`config.mk`:
```
export PLATFORM = sky130hd
export DESIGN_NAME = data_mem_access
export DESIGN_NICKNAME = d
export VERILOG_FILES = /design/src/rtl/data_mem_access_pkg.sv /design/src/rtl/data_mem_access_lane_steer.sv /design/src/rtl/data_mem_access.sv
export SDC_FILE = /design/constraint.sdc
export NUM_CORES = 1
export LEC_CHECK = 0
export BUFFER_PORTS_ARGS = -buffer_cell sky130_fd_sc_hd__buf_2
export CELL_PAD_IN_SITES_DETAIL_PLACEMENT = 2
export CELL_PAD_IN_SITES_GLOBAL_PLACEMENT = 2
export CORE_ASPECT_RATIO = 0.7
export CORE_UTILIZATION = 20
export DETAILED_ROUTE_END_ITERATION = 7
export PLACE_DENSITY = 0.94
export SYNTH_ARGS = -nofsm -noshare
export SYNTH_HDL_FRONTEND = slang
export SYNTH_SLANG_ARGS = --single-unit
```
`constraint.sdc`:
```
create_clock -name i_clk -period 2.7 [get_ports i_clk]
set_clock_uncertainty 0.1 [all_clocks]
set_input_delay 0.54 -clock i_clk [delete_from_list [all_inputs] [get_ports i_clk]]
set_output_delay 0.54 -clock i_clk [all_outputs]
set_load 0.02 [all_outputs]
```
`src/rtl/data_mem_access_pkg.sv`:
```
// Shared encodings for the MEM-stage load/store access unit.
package data_mem_access_pkg;

  // Register write modes handed to the WB-stage load extender
  localparam logic [2:0] RW_NOREGWRITE = 3'd0;
  localparam logic [2:0] RW_LB         = 3'd1;
  localparam logic [2:0] RW_LH         = 3'd2;
  localparam logic [2:0] RW_LW         = 3'd3;
  localparam logic [2:0] RW_LBU        = 3'd4;
  localparam logic [2:0] RW_LHU        = 3'd5;
  localparam logic [2:0] RW_ALU        = 3'd6;

  // Store types
  localparam logic [1:0] MW_SNONE = 2'd0;
  localparam logic [1:0] MW_SB    = 2'd1;
  localparam logic [1:0] MW_SH    = 2'd2;
  localparam logic [1:0] MW_SW    = 2'd3;

  typedef enum logic [0:0] {
    ST_IDLE = 1'b0,
    ST_WAIT = 1'b1
  } state_e;

  // True when the write mode is one of the load codes
  function automatic logic is_load_code(input logic [2:0] rw);
    logic res;
    case (rw)
      RW_LB, RW_LH, RW_LW, RW_LBU, RW_LHU: res = 1'b1;
      default:                             res = 1'b0;
    endcase
    return res;
  endfunction

endpackage

```
`src/rtl/data_mem_access_lane_steer.sv`:
```
// Store byte-lane steering and alignment check for loads and stores.
module data_mem_access_lane_steer
  import data_mem_access_pkg::*;
(
  input  logic [1:0]  i_mem_write,
  input  logic [2:0]  i_reg_write,
  input  logic [1:0]  i_addr_lo,
  input  logic [31:0] i_store_data,
  output logic [3:0]  o_we,
  output logic [31:0] o_wdata,
  output logic        o_misalign
);

  // Lane enables / replicated data for stores; misalignment for stores or (store-less) loads
  always_comb begin
    o_we       = 4'b0000;
    o_wdata    = 32'h0000_0000;
    o_misalign = 1'b0;
    case (i_mem_write)
      MW_SB: begin
        o_we    = 4'b0001 << i_addr_lo;
        o_wdata = {4{i_store_data[7:0]}};
      end
      MW_SH: begin
        o_wdata = {2{i_store_data[15:0]}};
        if (i_addr_lo[0]) begin
          o_misalign = 1'b1;
        end else begin
          o_we = 4'b0011 << i_addr_lo;
        end
      end
      MW_SW: begin
        o_wdata = i_store_data;
        if (i_addr_lo != 2'b00) begin
          o_misalign = 1'b1;
        end else begin
          o_we = 4'b1111;
        end
      end
      default: begin
        case (i_reg_write)
          RW_LH, RW_LHU: o_misalign = i_addr_lo[0];
          RW_LW:         o_misalign = (i_addr_lo != 2'b00);
          default:       o_misalign = 1'b0;
        endcase
      end
    endcase
  end

endmodule

```
`src/rtl/data_mem_access.sv`:
```
// MEM-stage load/store access unit: memory handshake FSM, timeout, MEM/WB payload register.
module data_mem_access
  import data_mem_access_pkg::*;
#(
  parameter int unsigned MAX_WAIT = 255
) (
  input  logic        i_clk,
  input  logic        i_rst_n,
  input  logic        i_valid_m,
  input  logic [2:0]  i_reg_write_m,
  input  logic [1:0]  i_mem_write_m,
  input  logic [31:0] i_alu_out_m,
  input  logic [31:0] i_store_data_m,
  output logic        o_stall_mem,
  output logic        o_dmem_req,
  output logic [29:0] o_dmem_addr,
  output logic [3:0]  o_dmem_we,
  output logic [31:0] o_dmem_wdata,
  input  logic        i_dmem_ack,
  input  logic [31:0] i_dmem_rdata,
  output logic        o_valid_w,
  output logic [31:0] o_rdata_w,
  output logic [1:0]  o_loaded_bytes_select_w,
  output logic [2:0]  o_reg_write_w,
  output logic        o_misalign_w,
  output logic        o_bus_err_w
);

  state_e      r_state;
  logic [7:0]  r_wait_cnt;
  logic        r_valid_w;
  logic [31:0] r_rdata_w;
  logic [1:0]  r_lbs_w;
  logic [2:0]  r_reg_write_w;
  logic        r_misalign_w;
  logic        r_bus_err_w;

  logic        w_is_store;
  logic        w_is_load;
  logic        w_mem_op;
  logic        w_lane_misalign;
  logic        w_misalign_op;
  logic        w_access;
  logic        w_timeout;
  logic [3:0]  w_lane_we;
  logic [31:0] w_lane_wdata;
  logic [2:0]  w_commit_rw;
  logic [31:0] w_commit_rdata;
  logic        w_req;
  logic        w_stall;

  data_mem_access_lane_steer u_lane_steer (
    .i_mem_write  (i_mem_write_m),
    .i_reg_write  (i_reg_write_m),
    .i_addr_lo    (i_alu_out_m[1:0]),
    .i_store_data (i_store_data_m),
    .o_we         (w_lane_we),
    .o_wdata      (w_lane_wdata),
    .o_misalign   (w_lane_misalign)
  );

  // A store code overrides any load code present in the same instruction
  assign w_is_store     = (i_mem_write_m != MW_SNONE);
  assign w_is_load      = is_load_code(i_reg_write_m) & ~w_is_store;
  assign w_mem_op       = i_valid_m & (w_is_store | is_load_code(i_reg_write_m));
  assign w_misalign_op  = w_mem_op & w_lane_misalign;
  assign w_access       = w_mem_op & ~w_lane_misalign;
  assign w_timeout      = (r_state == ST_WAIT) && (r_wait_cnt == 8'(MAX_WAIT));
  assign w_commit_rw    = w_is_store ? RW_NOREGWRITE : i_reg_write_m;
  assign w_commit_rdata = w_is_load ? i_dmem_rdata : i_alu_out_m;

  // Request and stall: the abort cycle releases the stall so the pipe can advance
  always_comb begin
    w_req   = 1'b0;
    w_stall = 1'b0;
    case (r_state)
      ST_IDLE: begin
        w_req   = w_access;
        w_stall = w_access & ~i_dmem_ack;
      end
      ST_WAIT: begin
        w_req   = 1'b1;
        w_stall = ~i_dmem_ack & ~w_timeout;
      end
      default: begin
        w_req   = 1'b0;
        w_stall = 1'b0;
      end
    endcase
  end

  assign o_stall_mem  = w_stall;
  assign o_dmem_req   = w_req;
  assign o_dmem_addr  = i_alu_out_m[31:2];
  assign o_dmem_we    = w_access ? w_lane_we : 4'b0000;
  assign o_dmem_wdata = w_lane_wdata;

  // Handshake FSM, wait counter and MEM/WB payload register
  always_ff @(posedge i_clk) begin
    if (!i_rst_n) begin
      r_state       <= ST_IDLE;
      r_wait_cnt    <= 8'd0;
      r_valid_w     <= 1'b0;
      r_rdata_w     <= 32'h0000_0000;
      r_lbs_w       <= 2'b00;
      r_reg_write_w <= RW_NOREGWRITE;
      r_misalign_w  <= 1'b0;
      r_bus_err_w   <= 1'b0;
    end else begin
      r_valid_w     <= 1'b0;
      r_rdata_w     <= 32'h0000_0000;
      r_lbs_w       <= 2'b00;
      r_reg_write_w <= RW_NOREGWRITE;
      r_misalign_w  <= 1'b0;
      r_bus_err_w   <= 1'b0;
      case (r_state)
        ST_IDLE: begin
          if (w_access) begin
            if (i_dmem_ack) begin
              r_valid_w     <= 1'b1;
              r_rdata_w     <= w_commit_rdata;
              r_lbs_w       <= i_alu_out_m[1:0];
              r_reg_write_w <= w_commit_rw;
            end else begin
              r_state    <= ST_WAIT;
              r_wait_cnt <= 8'd1;
            end
          end else if (w_misalign_op) begin
            r_valid_w    <= 1'b1;
            r_rdata_w    <= i_alu_out_m;
            r_lbs_w      <= i_alu_out_m[1:0];
            r_misalign_w <= 1'b1;
          end else if (i_valid_m) begin
            r_valid_w     <= 1'b1;
            r_rdata_w     <= i_alu_out_m;
            r_lbs_w       <= i_alu_out_m[1:0];
            r_reg_write_w <= i_reg_write_m;
          end else begin
            r_valid_w <= 1'b0;
          end
        end
        ST_WAIT: begin
          if (i_dmem_ack) begin
            r_state       <= ST_IDLE;
            r_wait_cnt    <= 8'd0;
            r_valid_w     <= 1'b1;
            r_rdata_w     <= w_commit_rdata;
            r_lbs_w       <= i_alu_out_m[1:0];
            r_reg_write_w <= w_commit_rw;
          end else if (w_timeout) begin
            r_state     <= ST_IDLE;
            r_wait_cnt  <= 8'd0;
            r_valid_w   <= 1'b1;
            r_lbs_w     <= i_alu_out_m[1:0];
            r_bus_err_w <= 1'b1;
          end else begin
            r_wait_cnt <= r_wait_cnt + 8'd1;
          end
        end
        default: begin
          r_state    <= ST_IDLE;
          r_wait_cnt <= 8'd0;
        end
      endcase
    end
  end

  assign o_valid_w               = r_valid_w;
  assign o_rdata_w               = r_rdata_w;
  assign o_loaded_bytes_select_w = r_lbs_w;
  assign o_reg_write_w           = r_reg_write_w;
  assign o_misalign_w            = r_misalign_w;
  assign o_bus_err_w             = r_bus_err_w;

endmodule

```
Word level (Yosys, flattened, before mapping)
Cells that the tools add are included.
{"block": "totals", "wordCells": 92, "regBits": 49, "inputBits": 105}
{"block": "op_classes", "n_reduce_logical": 8, "n_eq_ne": 11, "mux": 49, "n_addsub": 1, "n_bitwise": 13, "shifts": 2}
{"op": "32-bit 2-to-1 mux", "n": 5}
{"op": "32-bit one-hot mux with 3 select lines", "n": 1}
{"op": "32-bit one-hot mux with 2 select lines", "n": 1}
{"op": "8-bit 2-to-1 mux", "n": 4}
{"op": "8-bit one-hot mux with 2 select lines", "n": 1}
{"op": "3-bit 2-to-1 mux", "n": 5}
{"op": "1-bit 2-to-1 mux", "n": 14}
{"op": "2-bit 2-to-1 mux", "n": 6}
{"op": "4-bit 2-to-1 mux", "n": 3}
{"op": "4-bit one-hot mux with 3 select lines", "n": 1}
{"op": "1-bit one-hot mux with 2 select lines", "n": 5}
{"op": "8-bit by 1-bit adder with 8-bit output, second input constant", "n": 1}
{"op": "8-bit == test, second input constant", "n": 1}
{"op": "1-bit bitwise AND", "n": 6}
{"op": "3-bit by 2-bit == test with 1-bit output, second input constant", "n": 2}
{"op": "3-bit == test, second input constant", "n": 2}
{"op": "1-bit NOT", "n": 6}
{"op": "3-bit one-hot mux with 2 select lines", "n": 1}
{"op": "3-bit OR reduction", "n": 2}
{"op": "5-bit OR reduction", "n": 1}
{"op": "2-bit == test, second input constant", "n": 2}
{"op": "2-bit != test, second input constant", "n": 2}
{"op": "2-bit one-hot mux with 2 select lines", "n": 1}
{"op": "2-bit nonzero test", "n": 2}
{"op": "9 further kinds", "n": 9}

Logic depth before layout (Yosys ltp)
Gate-level depths: netlist (run 1).
{"block": "depth", "ltp_word": 9, "mapped_depth": 8, "mapped_depth_nobuf": 6}

Cells and area by module
Synthesis (run 1) repeated with hierarchy kept, for this count alone.
{"block": "unflattened", "cells_unflattened": 312, "hier_area_um2": 2829.0}
{"module": "data_mem_access", "seq_area_each_um2": 980.9, "cells_per_inst": 208, "area_per_inst_um2": 2165.8, "n_inst": 1}
{"module": "data_mem_access_lane_steer", "seq_area_each_um2": 0.0, "cells_per_inst": 104, "area_per_inst_um2": 663.1, "n_inst": 1}

Worst setup path after synthesis (run 1)
OpenSTA, ideal clock, no wires.
{"block": "synth_timing", "kind": "input to output", "from": "input i_mem_write_m[0]", "to": "output o_dmem_we[2]", "setup_slack_ps": -76, "stages": 5, "arrival_ps": 2136, "n_path_buf": 3, "required_ps": 2060, "path_cell_list": "buf_6 > buf_2 > buf_1 > a21oi_1 > nor4_1"}
{"block": "synth_via", "elab_chain_len": 5, "elab_cells_between_ends": 11, "classes_between": "eq/ne (3); mux (3); bitwise (4); reduce/logical (1)"}
{"item": "from (decl)", "line_no": "data_mem_access.sv:11", "source": "input logic [1:0] i_mem_write_m,"}
{"item": "2-bit == test (tied with other cells)", "line_no": "data_mem_access_lane_steer.sv:19", "source": "case (i_mem_write)"}
{"item": "1-bit one-hot mux with 3 select lines or 1-bit bitwise OR (tied branches)", "line_no": "data_mem_access_lane_steer.sv:19, data_mem_access.sv:65"}
{"item": "1-bit NOT or 1-bit bitwise AND (tied branches)", "line_no": "data_mem_access.sv:67, data_mem_access.sv:65"}
{"item": "1-bit bitwise AND", "line_no": "data_mem_access.sv:67", "source": "assign w_access = w_mem_op & ~w_lane_misalign;"}
{"item": "4-bit 2-to-1 mux *", "line_no": "data_mem_access.sv:95", "source": "assign o_dmem_we = w_access ? w_lane_we : 4'b0000;"}
{"item": "to (decl)", "line_no": "data_mem_access.sv:17", "source": "output logic [3:0] o_dmem_we,"}
Mark *: on every way between the ends. The rest lies on a longest branch, timed or not.

Worst setup path after layout (run 1)
{"block": "layout_timing", "from": "input i_mem_write_m[1]", "to": "output o_stall_mem"}
{"block": "layout_via", "elab_chain_len": 6, "elab_cells_between_ends": 11, "classes_between": "eq/ne (3); mux (2); bitwise (5); reduce/logical (1)"}
{"item": "2-bit == test (tied with other cells)", "line_no": "data_mem_access_lane_steer.sv:19"}
{"item": "1-bit one-hot mux with 3 select lines or 1-bit bitwise OR (tied branches)", "line_no": "data_mem_access_lane_steer.sv:19, data_mem_access.sv:65"}
{"item": "1-bit NOT or 1-bit bitwise AND (tied branches)", "line_no": "data_mem_access.sv:67, data_mem_access.sv:65"}
{"item": "1-bit bitwise AND *", "line_no": "data_mem_access.sv:67"}
{"item": "1-bit bitwise AND *", "line_no": "data_mem_access.sv:79", "source": "w_stall = w_access & ~i_dmem_ack;"}
{"item": "1-bit one-hot mux with 2 select lines *", "line_no": "data_mem_access.sv:76", "source": "case (r_state)"}
{"item": "to (decl)", "line_no": "data_mem_access.sv:14", "source": "output logic o_stall_mem,"}
Marks and branches as above.

==> impl_metrics.csv, run 1 <==
group,metric,value,unit
clocking,clockBufferDepth,2,
placed_design,hpwl,9.00,mm
sta,slew_headroom,52.7,%
status,violations,"DRC",
flow_run,cap_violations,0,
synth,ys.warnings.count,0,
drt,routed_wl,10.8,mm
drt,detail-route-antenna-nets,0,
grt,grt_usage,15.7,%
sta,hold_violations,0,
finish,area_growth,44.4,%
finish,drive_gt1_share,49.0,%
finish,fin_nets,583,
sta,setup_tns,0,ns
sta,finalCritPeriodShare,94.9,%
worst_setup_path,crit_start,"i_mem_write_m[1]",
worst_setup_path,slowest_stage,"or4_4",
grt,grt_pass1_wl,16.6,mm
clocking,htreeDepth,2,
sta,slew_violations,0,
clocking,clock-root-buffer,"clkbuf_16",
clocking,clk_pin_slew,0.07,ns
synth,syn_area,2610,um^2
worst_setup_path,end_kind,"output pin",
synth,synth.distinct_cells,44,
synth,yosys.area.top_type_share,37.6,%
drt,drc,16,
hold_path,hold_path_end,"o_rdata_w[24]",
sta,max_freq,390,MHz
synth,ys_ff_latch,49,
clocking,cts_setup_buffers,0,
worst_setup_path,cp_common_cell,"buf_2",
hold_path,hold_start,"i_dmem_rdata[24]",
worst_setup_path,timing.rr.start,"r_wait_cnt[0]",
finish,fillers,1491,
finish,layout_commonest_cell,"buf_2",
synth,synth_area_leader_cell,"dfxtp_1",
clocking,clk_latency,0.29,ns
grt,antenna_found_initial,1,
synth,synth-edff-count,0,
clocking,cts_hold_repair.buffers,0,
hold_path,min_path_type,"input port to register",
finish,regArea,981,um^2
placed_design,gp_congestion,0.796,
synth,yosys_most_used_dff,"dfxtp_1",
status,status,"finished with violations",
worst_setup_path,worst_setup_path_start_kind,"input port",
floorplanning,initial_core_util,20.8,%
power,ir_drop,234,uV
synth,syn_nets,404,
synth,synthArstFlopShare,0,%
grt,grt_pass1_vias,3256,
floorplanning,die_x,139,um
finish,fin_cells,641,
worst_setup_path,r2r-end,"o_loaded_bytes_select_w[1]",
finish,multiInputGateArea,1270,um^2
sta,rsz0062_at_grt,"no",
placed_design,placed_cells,632,
sta,setup_violations,0,
drt,vias_per_cell,4.67,
power,cellPowerDensity,500,nW/um^2
sta,worst_slew_pin_slew,0.710,ns
drt,first_pass_iters,6,
floorplanning,rows,34,
hold_path,hold_path_depth,2,
floorplanning,ioPinCount,213,
finish,final_cell_mix,"buf_2 (212), dfxtp_1 (49), a22o_1 (36), nand2_1 (30), o21ai_0 (20)",
worst_setup_path,slowest_delay,0.53,ns
clocking,cts_num_sinks,49,
worst_setup_path,crit_path_max_fanout,6,
synth,postSynthAreaPerCell,8.75,um^2
grt,grt_overflow,0,
drt,num_vias,2993,
worst_setup_path,worst_ep_required_time,2.06,ns
clocking,cts_tree,"built",
drt,first_iter_violations,80,
floorplanning,core_area,12500,um^2
placed_design,io_buffer_count,212,
power,power_leakage,0.00204,uW
synth,synth_cells,298,
floorplanning,die_y,97.6,um
synth,yosys-top-cells-area,"dfxtp_1 (38%), a22o_1 (12%), buf_4 (8.6%)",
finish,utilization,30.0,%
clocking,cts_inserted_buffers,5,
worst_setup_path,ff2ff_path_depth,6,
drt,wire_per_inst,16.9,um
worst_setup_path,arrival,1.92,ns
grt,grt_max_degree,33,
floorplanning,dieArea,13500,um^2
worst_setup_path,crit_chain,"buf_2, or4_4, o211ai_2, nor3_1, o21a_1, buf_2",
clocking,ctsResizeCount,0,
worst_setup_path,crit_family,"simple AND/OR/NAND/NOR gates",
synth,yosysSeqAreaShare,37.6,%
sta,min_period,2.56,ns
worst_setup_path,ff2ff_setup_slack,0.78,ns
worst_setup_path,path_buf_inv,2,
worst_setup_path,critPathKind,"input port to output pin",
==> metal layers <==
layer,routed length (um),track usage [%]
met1,4370,17.4
met2,5680,29.7
met3,645,4.09
met4,118,3.63
met5,0,0
==> synth_stat cells, drive strengths merged, types with 2 or more instances <==
library cell and n:
a21oi 6, a22o 36, a31oi 2, and2 3, and3 9, buf 40
clkbuf 10, dfxtp 49, inv 6, mux2i 15, nand2 30, nand3 10
nor2 12, nor2b 13, nor3 5, nor4 3, o211a 2, o211ai 2
o21a 2, o21ai 23, xor2 2
==> metrics by stage <==
stage	power, uW	setup slack, ns	cell area [um^2]	hold WS, ns
after global placement	1250	0.130	3620	0.360
final	1880	0.136	3770	0.361
after global routing	1970	0.0652	3760	0.358
after detailed placement	1280	0.0253	3620	0.373
after floorplan	1070	0.0804	2620	0.341
after CTS	1920	0.119	3760	0.353
==> report_power, final <==
group / switching (uW) / internal (uW)
combinational: 305 / 187
sequential: 10.1 / 752
clock: 283 / 345
total: 598 / 1280
==> worst max-delay path by stage <==
stage,end,slack [ns],cells past startpoint
6_report,o_stall_mem,0.14,6
5_1_grt,o_stall_mem,0.07,6
4_1_cts,o_stall_mem,0.12,6
3_5_place_dp,o_rdata_w[17],0.03,6
3_3_place_gp,o_rdata_w[22],0.13,6
2_1_floorplan,o_dmem_we[0],0.08,5
==> area by class of cell <==
class	instances	area share (%)
Clock inverter	3	0.598
Inverter	6	0.598
Antenna cell	1	0.0664
Multi-Input combinational cell	193	33.8
Timing Repair Buffer	222	30.2
Clock buffer	5	3.32
Sequential cell	49	26.0
Tap cell	162	5.38
==> state kept, by name, summed over array words and instances, names as in the netlist <==
register                 flops
r_wait_cnt                   8
o_bus_err_w                  1
o_valid_w                    1
o_misalign_w                 1
o_rdata_w                   32
o_reg_write_w                3
r_state                      1
o_loaded_bytes_select_w      2
==> kinds of logic (layout without fill, tap and decap cells) <==
family	after synthesis	count (layout)	synth area share (%)
other cells	0	1	0
fa+ha+maj	1	1	0.480
flops	49	49	37.6
buf+inv	56	236	13.8
simple gates	93	93	18.3
mux	15	15	5.76
compound gates	82	82	23.5
xor+xnor	2	2	0.672
==> worst reg2reg max path: stages, from the launching register on <==
cell	delay (ns)
dfxtp_1	0.35
ha_1	0.24
and3_1	0.24
and3_1	0.25
o211a_1	0.22
a21oi_1	0.31
nor2b_1	0.09
Power figures use the tool's default switching activity.
==> run 2: changes to the inputs <==
--- a/config.mk
+++ b/config.mk
@@ -10,6 +10,7 @@
 export CELL_PAD_IN_SITES_GLOBAL_PLACEMENT = 2
 export CORE_ASPECT_RATIO = 0.7
 export CORE_UTILIZATION = 20
+export CTS_BUF_LIST = sky130_fd_sc_hd__clkbuf_4
 export DETAILED_ROUTE_END_ITERATION = 7
 export PLACE_DENSITY = 0.94
 export SYNTH_ARGS = -nofsm -noshare
==> run 2 against run 1 <==
- fmax is 0.29% lower
- clock power is 43% lower
- via count is 0.43% lower
- sequential cell count stayed put
- the flow still finishes with violations (DRC)
==> impl_metrics.csv, run 2 (same netlist as run 1, synthesis figures left out) <==
group,metric,value,unit
worst_setup_path,arrival,1.93,ns
sta,finalCritPeriodShare,95.2,%
grt,grt_max_degree,33,
power,p_comb_share,30.5,%
power,intPower,1050,uW
sta,setup_violations,0,
status,status,"finished with violations",
finish,layout_commonest_cell,"buf_2",
drt,detail-route-antenna-nets,0,
power,cellPowerDensity,438,nW/um^2
power,p_sw_share,35.3,%
sta,hold_violations,0,
power,p_sw,571,uW
floorplanning,initial_core_util,20.8,%
floorplanning,rows,34,
floorplanning,die_y,97.6,um
placed_design,placed_cells,632,
sta,slew_violations,0,
hold_path,hold_path_depth,2,
drt,num_vias,2980,
hold_path,hold_start,"i_dmem_rdata[24]",
drt,first_pass_iters,6,
clocking,clk_latency,0.37,ns
grt,grt_usage,15.6,%
power,p_clk_share,22.3,%
grt,grt_pass1_wl,16.6,mm
hold_path,hold_path_end,"o_rdata_w[24]",
finish,fillers,1494,
status,violations,"DRC",
sta,slew_headroom,53.6,%
clocking,clock-root-buffer,"clkbuf_4",
floorplanning,ioPinCount,213,
placed_design,hpwl,9.00,mm
floorplanning,core_area,12500,um^2
grt,grt_overflow,0,
worst_setup_path,ff2ff_path_depth,6,
worst_setup_path,worst_setup_path_start_kind,"input port",
worst_setup_path,worst_ep_required_time,2.06,ns
placed_design,io_buffer_count,212,
clocking,cts_hold_repair.buffers,0,
clocking,clockBufferDepth,2,
finish,largest_register_ffs,32,
finish,final_cell_mix,"buf_2 (211), dfxtp_1 (48), a22o_1 (36), nand2_1 (30), o21ai_0 (20)",
finish,drive_gt1_share,49.4,%
clocking,cts_num_sinks,49,
worst_setup_path,critPathKind,"input port to output pin",
placed_design,gp_congestion,0.796,
flow_run,cap_violations,0,
clocking,htreeDepth,2,
finish,fin_nets,583,
power,ir_drop,168,uV
finish,area_growth,41.4,%
grt,antenna_found_initial,1,
sta,max_freq,389,MHz
drt,first_iter_violations,82,
worst_setup_path,ff2ff_setup_slack,0.84,ns
drt,routed_wl,10.8,mm
worst_setup_path,crit_path_max_fanout,6,
clocking,clk_pin_slew,0.16,ns
finish,fin_cells,641,
sta,worst_slew_pin_slew,0.696,ns
power,power_leakage,0.00200,uW
clocking,cts_inserted_buffers,5,
hold_path,min_path_type,"input port to register",
floorplanning,die_x,139,um
clocking,cts_setup_buffers,0,
sta,setup_tns,0,ns
clocking,cts_tree,"built",
sta,min_period,2.57,ns
sta,rsz0062_at_grt,"no",
floorplanning,dieArea,13500,um^2
drt,vias_per_cell,4.65,
drt,wire_per_inst,16.9,um
drt,drc,16,
worst_setup_path,end_kind,"output pin",
finish,utilization,29.4,%
grt,grt_pass1_vias,3252,
worst_setup_path,timing.rr.start,"r_wait_cnt[0]",
power,seqPwrFrac,47.2,%
power,power,1620,uW
worst_setup_path,r2r-end,"o_loaded_bytes_select_w[1]",
[run 2: timing repair]
item	in CTS	in global routing
endpoints found under the setup margin	0	1
endpoints found under the hold margin	0	0
gates resized for setup	0	4
[run 2: final cells by class]
cell class                      instances  area, um^2  area share, %
Multi-Input combinational cell        193        1280           34.7
Timing Repair Buffer                  222        1140           30.9
Sequential cell                        49         982           26.6
Tap cell                              162         203           5.50
Clock buffer                            5        37.5           1.02
Clock inverter                          3        22.5          0.611
Inverter                                6        22.5          0.611
Antenna cell                            1        2.50         0.0678
[run 2: worst max-delay path, stage by stage]
cell and delay, ns:
buf_2 0.13, or4_4 0.53, o211ai_2 0.22, nor3_1 0.12, o21a_1 0.21, clkbuf_4 0.17
[run 2: worst max path at each step]
stage                           startpoint             to  cells after the start
after detailed placement  i_reg_write_m[1]  o_rdata_w[17]                      6
final                     i_mem_write_m[1]    o_stall_mem                      6
after floorplan           i_reg_write_m[2]   o_dmem_we[0]                      5
after global routing         r_wait_cnt[0]    o_stall_mem                      6
after CTS                    r_wait_cnt[0]    o_stall_mem                      6
after global placement    i_reg_write_m[1]  o_rdata_w[22]                      6
[run 2: metal layers]
layer	track usage, %	vias up	share of wire, %
li1	-	1401	-
met4	3.37	0	0.93
met5	0	-	0
met1	17.3	1468	40
met2	29.7	101	53
met3	4.09	10	6.0
[run 2: metrics by stage]
stage               worst slack (ns)  hold slack [ns]  area, um^2
finish                         0.129            0.265        3690
global route                  0.0407            0.233        3690
CTS                           0.0184            0.232        3680
detailed placement            0.0253            0.373        3620
global placement               0.130            0.360        3620
floorplan                     0.0804            0.341        2620
[run 2: power by group through the flow]
stage               registers (uW)  clock network, uW  logic [uW]
finish                         763                360         493
global route                   767                405         529
CTS                            764                388         498
detailed placement             780                  0         497
global placement               778                  0         476
floorplan                      813                  0         259
==> run 3: changes to the inputs <==
==> constraint.sdc (replaced) <==
create_clock -name i_clk -period 2.83 [get_ports i_clk]
set_clock_uncertainty 0.1 [all_clocks]
set_input_delay 0.1415 -clock i_clk [delete_from_list [all_inputs] [get_ports i_clk]]
set_output_delay 0.1415 -clock i_clk [all_outputs]
set_load 0.02 [all_outputs]
==> run 3 against run 2 <==
- the run still ends with DRC left
- design area grew 18%
- clock power grew 24%
- sequential share of layout area shrank 4.1 points
- global-route usage increased by 3.8 points
- sequential power shrank 4.3%
- via count is 9.5% higher
- hold slack worse by 0.25 ns
- non-clock buffer count grew 64
- critical path type is now input port to register
- largest power group unchanged
==> impl_metrics.csv, run 3 (same netlist as run 1, synthesis figures left out) <==
group,metric,value,unit
grt,antenna_found_initial,0,
clocking,clockBufferDepth,2,
drt,num_vias,3262,
drt,detail-route-antenna-nets,0,
sta,worst_slew_pin_slew,0.719,ns
worst_setup_path,arrival,2.97,ns
power,power_leakage,0.00234,uW
worst_setup_path,worst_ep_required_time,3.04,ns
floorplanning,die_y,97.6,um
status,status,"finished with violations",
worst_setup_path,critPathKind,"input port to register",
placed_design,gp_congestion,0.827,
grt,grt_max_degree,33,
clocking,cts_num_sinks,49,
worst_setup_path,slowest_delay,0.74,ns
worst_setup_path,path_buf_inv,3,
drt,drc,10,
sta,hold_violations,0,
sta,setup_tns,0,ns
sta,setup_violations,0,
floorplanning,ioPinCount,213,
clocking,htreeDepth,2,
sta,finalCritPeriodShare,97.5,%
finish,regArea,981,um^2
worst_setup_path,worst_setup_path_start_kind,"input port",
grt,grt_pass1_vias,3792,
worst_setup_path,end_kind,"register",
floorplanning,dieArea,13500,um^2
floorplanning,core_area,12500,um^2
finish,area_growth,66.6,%
finish,largest_register_ffs,32,
finish,n_antenna_cell,0,
sta,setup_ws,0.0715,ns
drt,wire_per_inst,18.6,um
worst_setup_path,crit_chain,"dlygate4sd3_1, buf_2, o211ai_2, nor3_1, o2111a_2, a22o_1, dlygate4sd3_1",
worst_setup_path,cp_common_cell,"dlygate4sd3_1",
finish,layout_commonest_cell,"buf_2",
grt,grt_overflow,0,
clocking,clock-root-buffer,"clkbuf_4",
clocking,cts_hold_repair.buffers,69,
hold_path,hold_path_depth,2,
grt,grt_usage,19.5,%
finish,drive_gt1_share,41.9,%
finish,fillers,1417,
sta,rsz0062_at_grt,"no",
grt,grt_pass1_wl,20.5,mm
worst_setup_path,crit_path_max_fanout,32,
sta,slew_violations,0,
placed_design,place_ws,0.387,ns
worst_setup_path,r2r-end,"o_rdata_w[16]",
finish,multiInputGateArea,1270,um^2
clocking,ctsResizeCount,0,
floorplanning,die_x,139,um
clocking,cts_setup_buffers,0,
drt,vias_per_cell,4.63,
finish,final_cell_mix,"buf_2 (212), dlygate4sd3_1 (69), dfxtp_1 (49), a22o_1 (36), nand2_1 (30)",
worst_setup_path,crit_family,"buffers and inverters",
sta,max_freq,363,MHz
worst_setup_path,ff2ff_path_depth,6,
drt,routed_wl,13.1,mm
status,violations,"DRC",
finish,fin_cells,704,
floorplanning,initial_core_util,20.8,%
finish,fin_nets,647,
clocking,clk_latency,0.37,ns
hold_path,min_path_type,"input port to register",
drt,first_pass_iters,6,
worst_setup_path,slowest_stage,"o2111a_2",
clocking,cts_inserted_buffers,5,
hold_path,hold_path_end,"o_rdata_w[1]",
power,power,1730,uW
worst_setup_path,worstSetupPathDepth,7,
hold_path,hold_start,"i_alu_out_m[1]",
flow_run,cap_violations,0,
sta,slew_headroom,52.0,%
placed_design,hpwl,8.81,mm
worst_setup_path,ff2ff_setup_slack,0.44,ns
floorplanning,rows,34,
placed_design,io_buffer_count,212,
power,cellPowerDensity,398,nW/um^2
worst_setup_path,crit_start,"i_valid_m",
worst_setup_path,timing.rr.start,"r_state",
power,ir_drop,161,uV
sta,min_period,2.76,ns
clocking,cts_tree,"built",
placed_design,placed_cells,627,
drt,first_iter_violations,67,
clocking,clk_pin_slew,0.18,ns
run 3: final cells by class:
cell class,count,area share (%)
Sequential cell,49,22.6
Inverter,6,0.518
Clock buffer,5,0.864
Tap cell,162,4.66
Clock inverter,3,1.04
Timing Repair Buffer,286,41.2
Multi-Input combinational cell,193,29.2
run 3: metrics by stage:
step	hold slack, ns	cell area [um^2]	util, %
after detailed placement	0.264	3570	28.5
after floorplan	0.163	2610	-
after global routing	0.0118	4350	34.6
after CTS	0.00139	4350	34.6
final	0.0109	4350	34.6
after global placement	0.256	3570	28.5
run 3: how the worst max path moves through the flow:
| stage | end | slack, ns |
|---|---|---|
| after global placement | o_rdata_w[19] | 0.58 |
| after detailed placement | o_rdata_w[4] | 0.39 |
| after CTS | o_rdata_w[13] | 0.15 |
| after global routing | o_rdata_w[16] | 0.005 |
| final | o_rdata_w[16] | 0.07 |
| after floorplan | o_dmem_we[2] | 0.85 |
run 3: power breakdown:
group	total [uW]	internal (uW)	switching [uW]
combinational	551	235	316
clock	448	190	258
sequential	730	719	11.1
run 3: layer usage:
layer | routed length (um) | global-route usage (%)
met1 | 5330 | 21.4
met2 | 6890 | 37.2
met3 | 566 | 4.29
met4 | 274 | 5.70
met5 | 0 | 0
